File: src/rtl/kyber_bram_port_arbiter.sv
// kyber_bram_port_arbiter
// -----------------------
// Lets NUM_CH Kyber-side clients (NTT, sampler, pack/unpack, ...) share one
// wide BRAM port B. There is one access per cycle. The request is chosen by
// round-robin (ARB_MODE=0) or fixed priority with channel 0 highest
// (ARB_MODE=1). The chosen request is registered onto the BRAM pins, and read
// data is routed back to the requesting channel after RD_LAT cycles.
//
// Handshake: ch_en[i] is a level request that the client holds until it sees
// ch_gnt[i]=1. The request is consumed on the rising edge that ends the
// cycle in which ch_gnt[i] is high. There is no backpressure on returns:
// ch_rvalid[i] is a single-cycle strobe, and ch_rddata is only meaningful
// while some ch_rvalid bit is set.
//
// Ports:
//   reg_clk, reg_rst     clock, synchronous active-high reset
//   ch_en[NUM_CH]        per-channel request
//   ch_we                per-channel byte enables (all zero = read)
//   ch_addr, ch_wrdata   per-channel address / write data, channel i at slice i
//   ch_gnt               one-hot grant (combinational)
//   ch_rvalid            one-hot read-return strobe
//   ch_rddata            read data broadcast to all channels
//   en_br, we_br,        registered BRAM port B controls
//   addr_br, wrdata_br
//   rddata_br            BRAM port B read data
module kyber_bram_port_arbiter #(
  parameter int NUM_CH   = 2,
  parameter int DATA_W   = 128,
  parameter int ADDR_W   = 8,
  parameter int RD_LAT   = 1,
  parameter int ARB_MODE = 0
) (
  input  logic                       reg_clk,
  input  logic                       reg_rst,
  input  logic [NUM_CH-1:0]          ch_en,
  input  logic [NUM_CH*DATA_W/8-1:0] ch_we,
  input  logic [NUM_CH*ADDR_W-1:0]   ch_addr,
  input  logic [NUM_CH*DATA_W-1:0]   ch_wrdata,
  output logic [NUM_CH-1:0]          ch_gnt,
  output logic [NUM_CH-1:0]          ch_rvalid,
  output logic [DATA_W-1:0]          ch_rddata,
  output logic                       en_br,
  output logic [DATA_W/8-1:0]        we_br,
  output logic [ADDR_W-1:0]          addr_br,
  output logic [DATA_W-1:0]          wrdata_br,
  input  logic [DATA_W-1:0]          rddata_br
);

  localparam int BE_W   = DATA_W / 8;
  localparam int IDX_W  = (NUM_CH > 1) ? $clog2(NUM_CH) : 1;
  localparam int PIPE_D = 1 + RD_LAT;

  // Round-robin pointer: index of the last granted channel.
  logic [IDX_W-1:0] ptr;

  logic             gnt_any;
  logic [IDX_W-1:0] gnt_idx;
  logic [IDX_W:0]   rr_sum;
  logic [IDX_W-1:0] rr_cand;

  // Selected channel's request fields
  logic [BE_W-1:0]   we_sel;
  logic [ADDR_W-1:0] addr_sel;
  logic [DATA_W-1:0] wrdata_sel;

  // Return tag pipeline: stage k holds the tag of the access granted k+1 cycles ago
  logic [PIPE_D-1:0] tag_v;
  logic [IDX_W-1:0]  tag_idx [PIPE_D];

  // ---------------------------------------------------------------------------
  // Arbitration (combinational)
  // ---------------------------------------------------------------------------
  always_comb begin
    gnt_any = 1'b0;
    gnt_idx = '0;
    rr_sum  = '0;
    rr_cand = '0;
    if (!reg_rst) begin
      if (ARB_MODE == 1) begin
        // Walk from the top down so the lowest requesting index is the last write.
        for (int i = NUM_CH - 1; i >= 0; i--) begin
          if (ch_en[i]) begin
            gnt_any = 1'b1;
            gnt_idx = IDX_W'(i);
          end
        end
      end else begin
        // Candidate k is (ptr+k) mod NUM_CH. Walk k from NUM_CH down to 1 so
        // that the first candidate in search order is the last write.
        // ptr+k < 2*NUM_CH, so one conditional subtract is enough for the modulo.
        for (int k = NUM_CH; k >= 1; k--) begin
          rr_sum  = {1'b0, ptr} + (IDX_W+1)'(k);
          rr_cand = (rr_sum >= (IDX_W+1)'(NUM_CH)) ?
                    IDX_W'(rr_sum - (IDX_W+1)'(NUM_CH)) : IDX_W'(rr_sum);
          if (ch_en[rr_cand]) begin
            gnt_any = 1'b1;
            gnt_idx = rr_cand;
          end
        end
      end
    end
  end

  assign ch_gnt = gnt_any ? (NUM_CH'(1) << gnt_idx) : '0;

  // Mux of the granted channel's slices
  always_comb begin
    we_sel     = '0;
    addr_sel   = '0;
    wrdata_sel = '0;
    for (int i = 0; i < NUM_CH; i++) begin
      if (gnt_idx == IDX_W'(i)) begin
        we_sel     = ch_we[i*BE_W +: BE_W];
        addr_sel   = ch_addr[i*ADDR_W +: ADDR_W];
        wrdata_sel = ch_wrdata[i*DATA_W +: DATA_W];
      end
    end
  end

  // ---------------------------------------------------------------------------
  // Pointer and registered issue
  // ---------------------------------------------------------------------------
  always_ff @(posedge reg_clk) begin
    if (reg_rst) begin
      ptr <= IDX_W'(NUM_CH - 1);
    end else if (ARB_MODE == 0 && gnt_any) begin
      ptr <= gnt_idx;
    end
  end

  always_ff @(posedge reg_clk) begin
    if (reg_rst) begin
      en_br     <= 1'b0;
      we_br     <= '0;
      addr_br   <= '0;
      wrdata_br <= '0;
    end else if (gnt_any) begin
      en_br     <= 1'b1;
      we_br     <= we_sel;
      addr_br   <= addr_sel;
      wrdata_br <= wrdata_sel;
    end else begin
      // Address and data hold on idle cycles; only the strobes drop.
      en_br <= 1'b0;
      we_br <= '0;
    end
  end

  // ---------------------------------------------------------------------------
  // Read-return routing
  // ---------------------------------------------------------------------------
  // Only reads push a valid tag, so writes never produce a return strobe.
  always_ff @(posedge reg_clk) begin
    if (reg_rst) begin
      tag_v <= '0;
      for (int k = 0; k < PIPE_D; k++) tag_idx[k] <= '0;
    end else begin
      tag_v      <= {tag_v[PIPE_D-2:0], gnt_any && (we_sel == '0)};
      tag_idx[0] <= gnt_idx;
      for (int k = 1; k < PIPE_D; k++) tag_idx[k] <= tag_idx[k-1];
    end
  end

  // The last stage lines up with BRAM output data (issue cycle + RD_LAT).
  assign ch_rvalid = tag_v[PIPE_D-1] ? (NUM_CH'(1) << tag_idx[PIPE_D-1]) : '0;
  assign ch_rddata = rddata_br;

endmodule

File: config.mk
export PLATFORM = sky130hd
export DESIGN_NAME = kyber_bram_port_arbiter
export DESIGN_NICKNAME = d
export VERILOG_FILES = /design/src/rtl/kyber_bram_port_arbiter.sv
export SDC_FILE = /design/constraint.sdc
export NUM_CORES = 1
export LEC_CHECK = 0
export CAP_MARGIN = 20
export CORE_AREA = 2 2 279 281
export CTS_CLUSTER_DIAMETER = 120
export DETAILED_ROUTE_END_ITERATION = 7
export DIE_AREA = 0 0 281 283
export PLACE_DENSITY = 0.42
export SETUP_SLACK_MARGIN = 0.1
export SYNTH_ARGS = -nofsm -noshare
export SYNTH_HDL_FRONTEND = slang
export SYNTH_SLANG_ARGS = --single-unit
File: constraint.sdc
create_clock -name reg_clk -period 3.35 [get_ports reg_clk]
set_input_delay 1.005 -clock reg_clk [delete_from_list [all_inputs] [get_ports reg_clk]]
set_output_delay 1.005 -clock reg_clk [all_outputs]
set_load 0.01 [all_outputs]
==> flow_summary.toml <==
[place]
port_buffers = 464
place_ws_ns = -0.1364
dp_hpwl_um = 29730
dp.cells = 2300
place.gp.congestion = 0.7567

[sta]
fin_tns_setup_ns = 0
slew_viol_final = 0
tightest_slew_ns = 0.8586
hold_viol_final = 0
fin_skew_ns = 0.01229
fin_crit_ns = 3.181
finalCritPeriodShare_pct = 94.96
rsz0062_at_grt = "no"
fmax_mhz = 314.4
slew_headroom_pct = 42.76
setup_viol = 0
setup_ws_ns = 0.1690

[logic_synthesis]
synth_edf_count = 0
synth.ff_latch_count = 158
synth.most_common_cell = "nand2_1"
synthTopCellsByArea = "dfxtp_1 41%, a311oi_1 16%, nand2_1 15%, buf_4 13%, nor2_1 6.7%"
yosys.area_share.simple_pct = 23.74
synth_area_leader_cell = "dfxtp_1"
yosysWarnings = 0
yosysUniqueCellTypes = 25
synth_top_family_by_area = "simple AND/OR/NAND/NOR gates"
ys_async_sr_fraction_pct = 0
synth_fp_nets = 1424
ys_seq_area_share_pct = 41.28
synthesis.area_sq_mm = 0.007662
synth_top_area_share_pct = 41.28
synth_xor_area_share_pct = 0
synth-compound-area-share_pct = 16.85
synth_common_cells = "305 x nand2_1, 158 x dfxtp_1, 137 x nor2_1"
postSynthAreaPerCell_sq_um = 7.755
netlist_instances = 988
synthAdderAreaFrac_pct = 0
ys.flop_type = "dfxtp_1"
synth.area.mux_share_pct = 0

[grt]
busiest_layer = "met2"
track_usage_pct = 9.262
gr-total-overflow = 0
grt_pass1_wl_um = 53630
antenna_found_initial = 0
grt_pass1_vias = 7866
gr-usage-met2_pct = 15.71
use_met1_pct = 9.731
grtUsageMet3_pct = 4.205
grt_max_degree = 139

[clock_network]
cts_root_buf = "clkbuf_16"
cts.clk_slew.worst_paths_ns = 0.06
htree_levels = 4
clockBufferDepth = 2
cts_tree = "done"
cts_made_buffers = 17
hold_buffers = 0
cts.sink_count = 158
insertion_delay_ns = 0.47

[cells_and_area]
multiInputGateArea_sq_mm = 0.003113
drive_above_1_share_pct = 4.412
seq_area_sq_mm = 0.003163
utilization_pct = 17.00
fillerInstances = 8632
synthToLayoutAreaGrowth_pct = 70.13
nets = 1715
diodes = 0
finalNonFillerCells = 2332

[pwr]
p_leak_nw = 4.795
cellPowerDensity_mw_per_mm2 = 421.6
vdd_drop_max_uv = 338.7

[setup_path]
ff2ff_setup_slack_ns = 1.26
crit_path_start_kind = "input pin"
worstPathMaxFanout = 5
arrival_ns = 2.18
cp.required_ns = 2.34
cp-end-kind = "output pin"
ff2ff_path_depth = 7
path_class = "input pin to output pin"

[floorplan]
fp.dieArea_sq_mm = 0.07952
start_util_pct = 9.990
rows = 102
fp.dieH_um = 283
dieWidth_um = 281
coreArea_sq_mm = 0.07670
ios = 721

[status]
status = "completed"

[route]
postRouteWirelength_um = 38060
avgViaCountPerCell = 3.387
vias = 7899
drc = 0
drt_iter0_drc = 296
drt-pass1-iter-count = 4
ant_nets = 0
routedWlPerCell_um = 16.32

[hold_path]
hold_path_class = "flop to flop"
holdPathStages = 1

[flow_run]
cap_violations = 0
## state kept, by name (all words and copies together), names as in the netlist
register / cells
en_br: 1
ptr: 1
addr_br: 8
tag_v: 2
wrdata_br: 128
we_br: 16
tag_idx: 2
## timing repair
item,4_1_cts,5_1_grt
setup endpoints to repair,2,1
pin swaps,0,0
buffers inserted,0,0
resized for setup,2,1
## worst paths after layout
kind	to	from
worst max-delay path	ch_gnt[0]	ch_en[0]
worst min-delay path	tag_idx[0][1]	tag_idx[0][0]
worst max register to register	wrdata_br[68]	ptr
worst min register to register	tag_idx[0][1]	tag_idx[0][0]
## cell type report
class	count	share of cell area (%)
clock buffer	18	3.369
clock inverter	14	1.459
inverter	3	0.1248
multi-input combinational	617	23.88
sequential	158	24.26
tap	1040	9.982
timing repair buffer	482	36.92
## kinds of logic (layout without fill, tap and decap cells)
group | after synthesis | after routing
and+or+nand+nor | 463 | 463
buffers and inverters | 213 | 517
DFF | 158 | 158
AOI/OAI and AO/OA | 154 | 154
## per-stage QoR
stage | hold WS (ns) | total power, mW | instance area (sq um)
6_report | 0.4331 | 5.497 | 13040
5_1_grt | 0.4703 | 5.801 | 13040
4_1_cts | 0.4390 | 5.657 | 13040
3_5_place_dp | 0.4239 | 3.373 | 12410
3_3_place_gp | 0.4175 | 3.366 | 12410
2_1_floorplan | 0.4138 | 2.699 | 7662
## power by group
part	switching [mW]	internal (mW)
clock	0.922	1.27
combinational	0.512	0.689
sequential	0.0769	2.03
total	1.51	3.99
## critical path, stage by stage
cell	delay, ns
clkdlybuf4s50_1	0.53
nand2_1	0.13
nand3b_4	0.12
inv_6	0.04
nor2_1	0.10
clkdlybuf4s15_1	0.25
## metal layers
metal / wire length, um / part of all wire [%] / vias up
met2: 18330 / 48 / 382
met3: 3996 / 11 / 95
met5: 0 / 0 / -
met4: 1170 / 3.1 / 0
met1: 14560 / 38 / 3612
li1: - / - / 3810
## cell usage in the layout, fill, tap and decap left out, types with 2 or more instances in the layout
cell,n
nand3b_1,2
clkdlybuf4s50_1,461
nor2b_1,3
buf_4,16
nor4_1,5
clkinv_4,2
dfxtp_1,158
inv_6,3
a21oi_1,16
nand4_1,2
clkinvlp_4,2
nand2_1,305
clkinv_2,4
nor2_1,137
bufinv_16,4
nand2b_1,3
buf_12,3
clkbuf_16,17
inv_1,2
a311oi_1,136
Power figures use the tool's default switching activity.
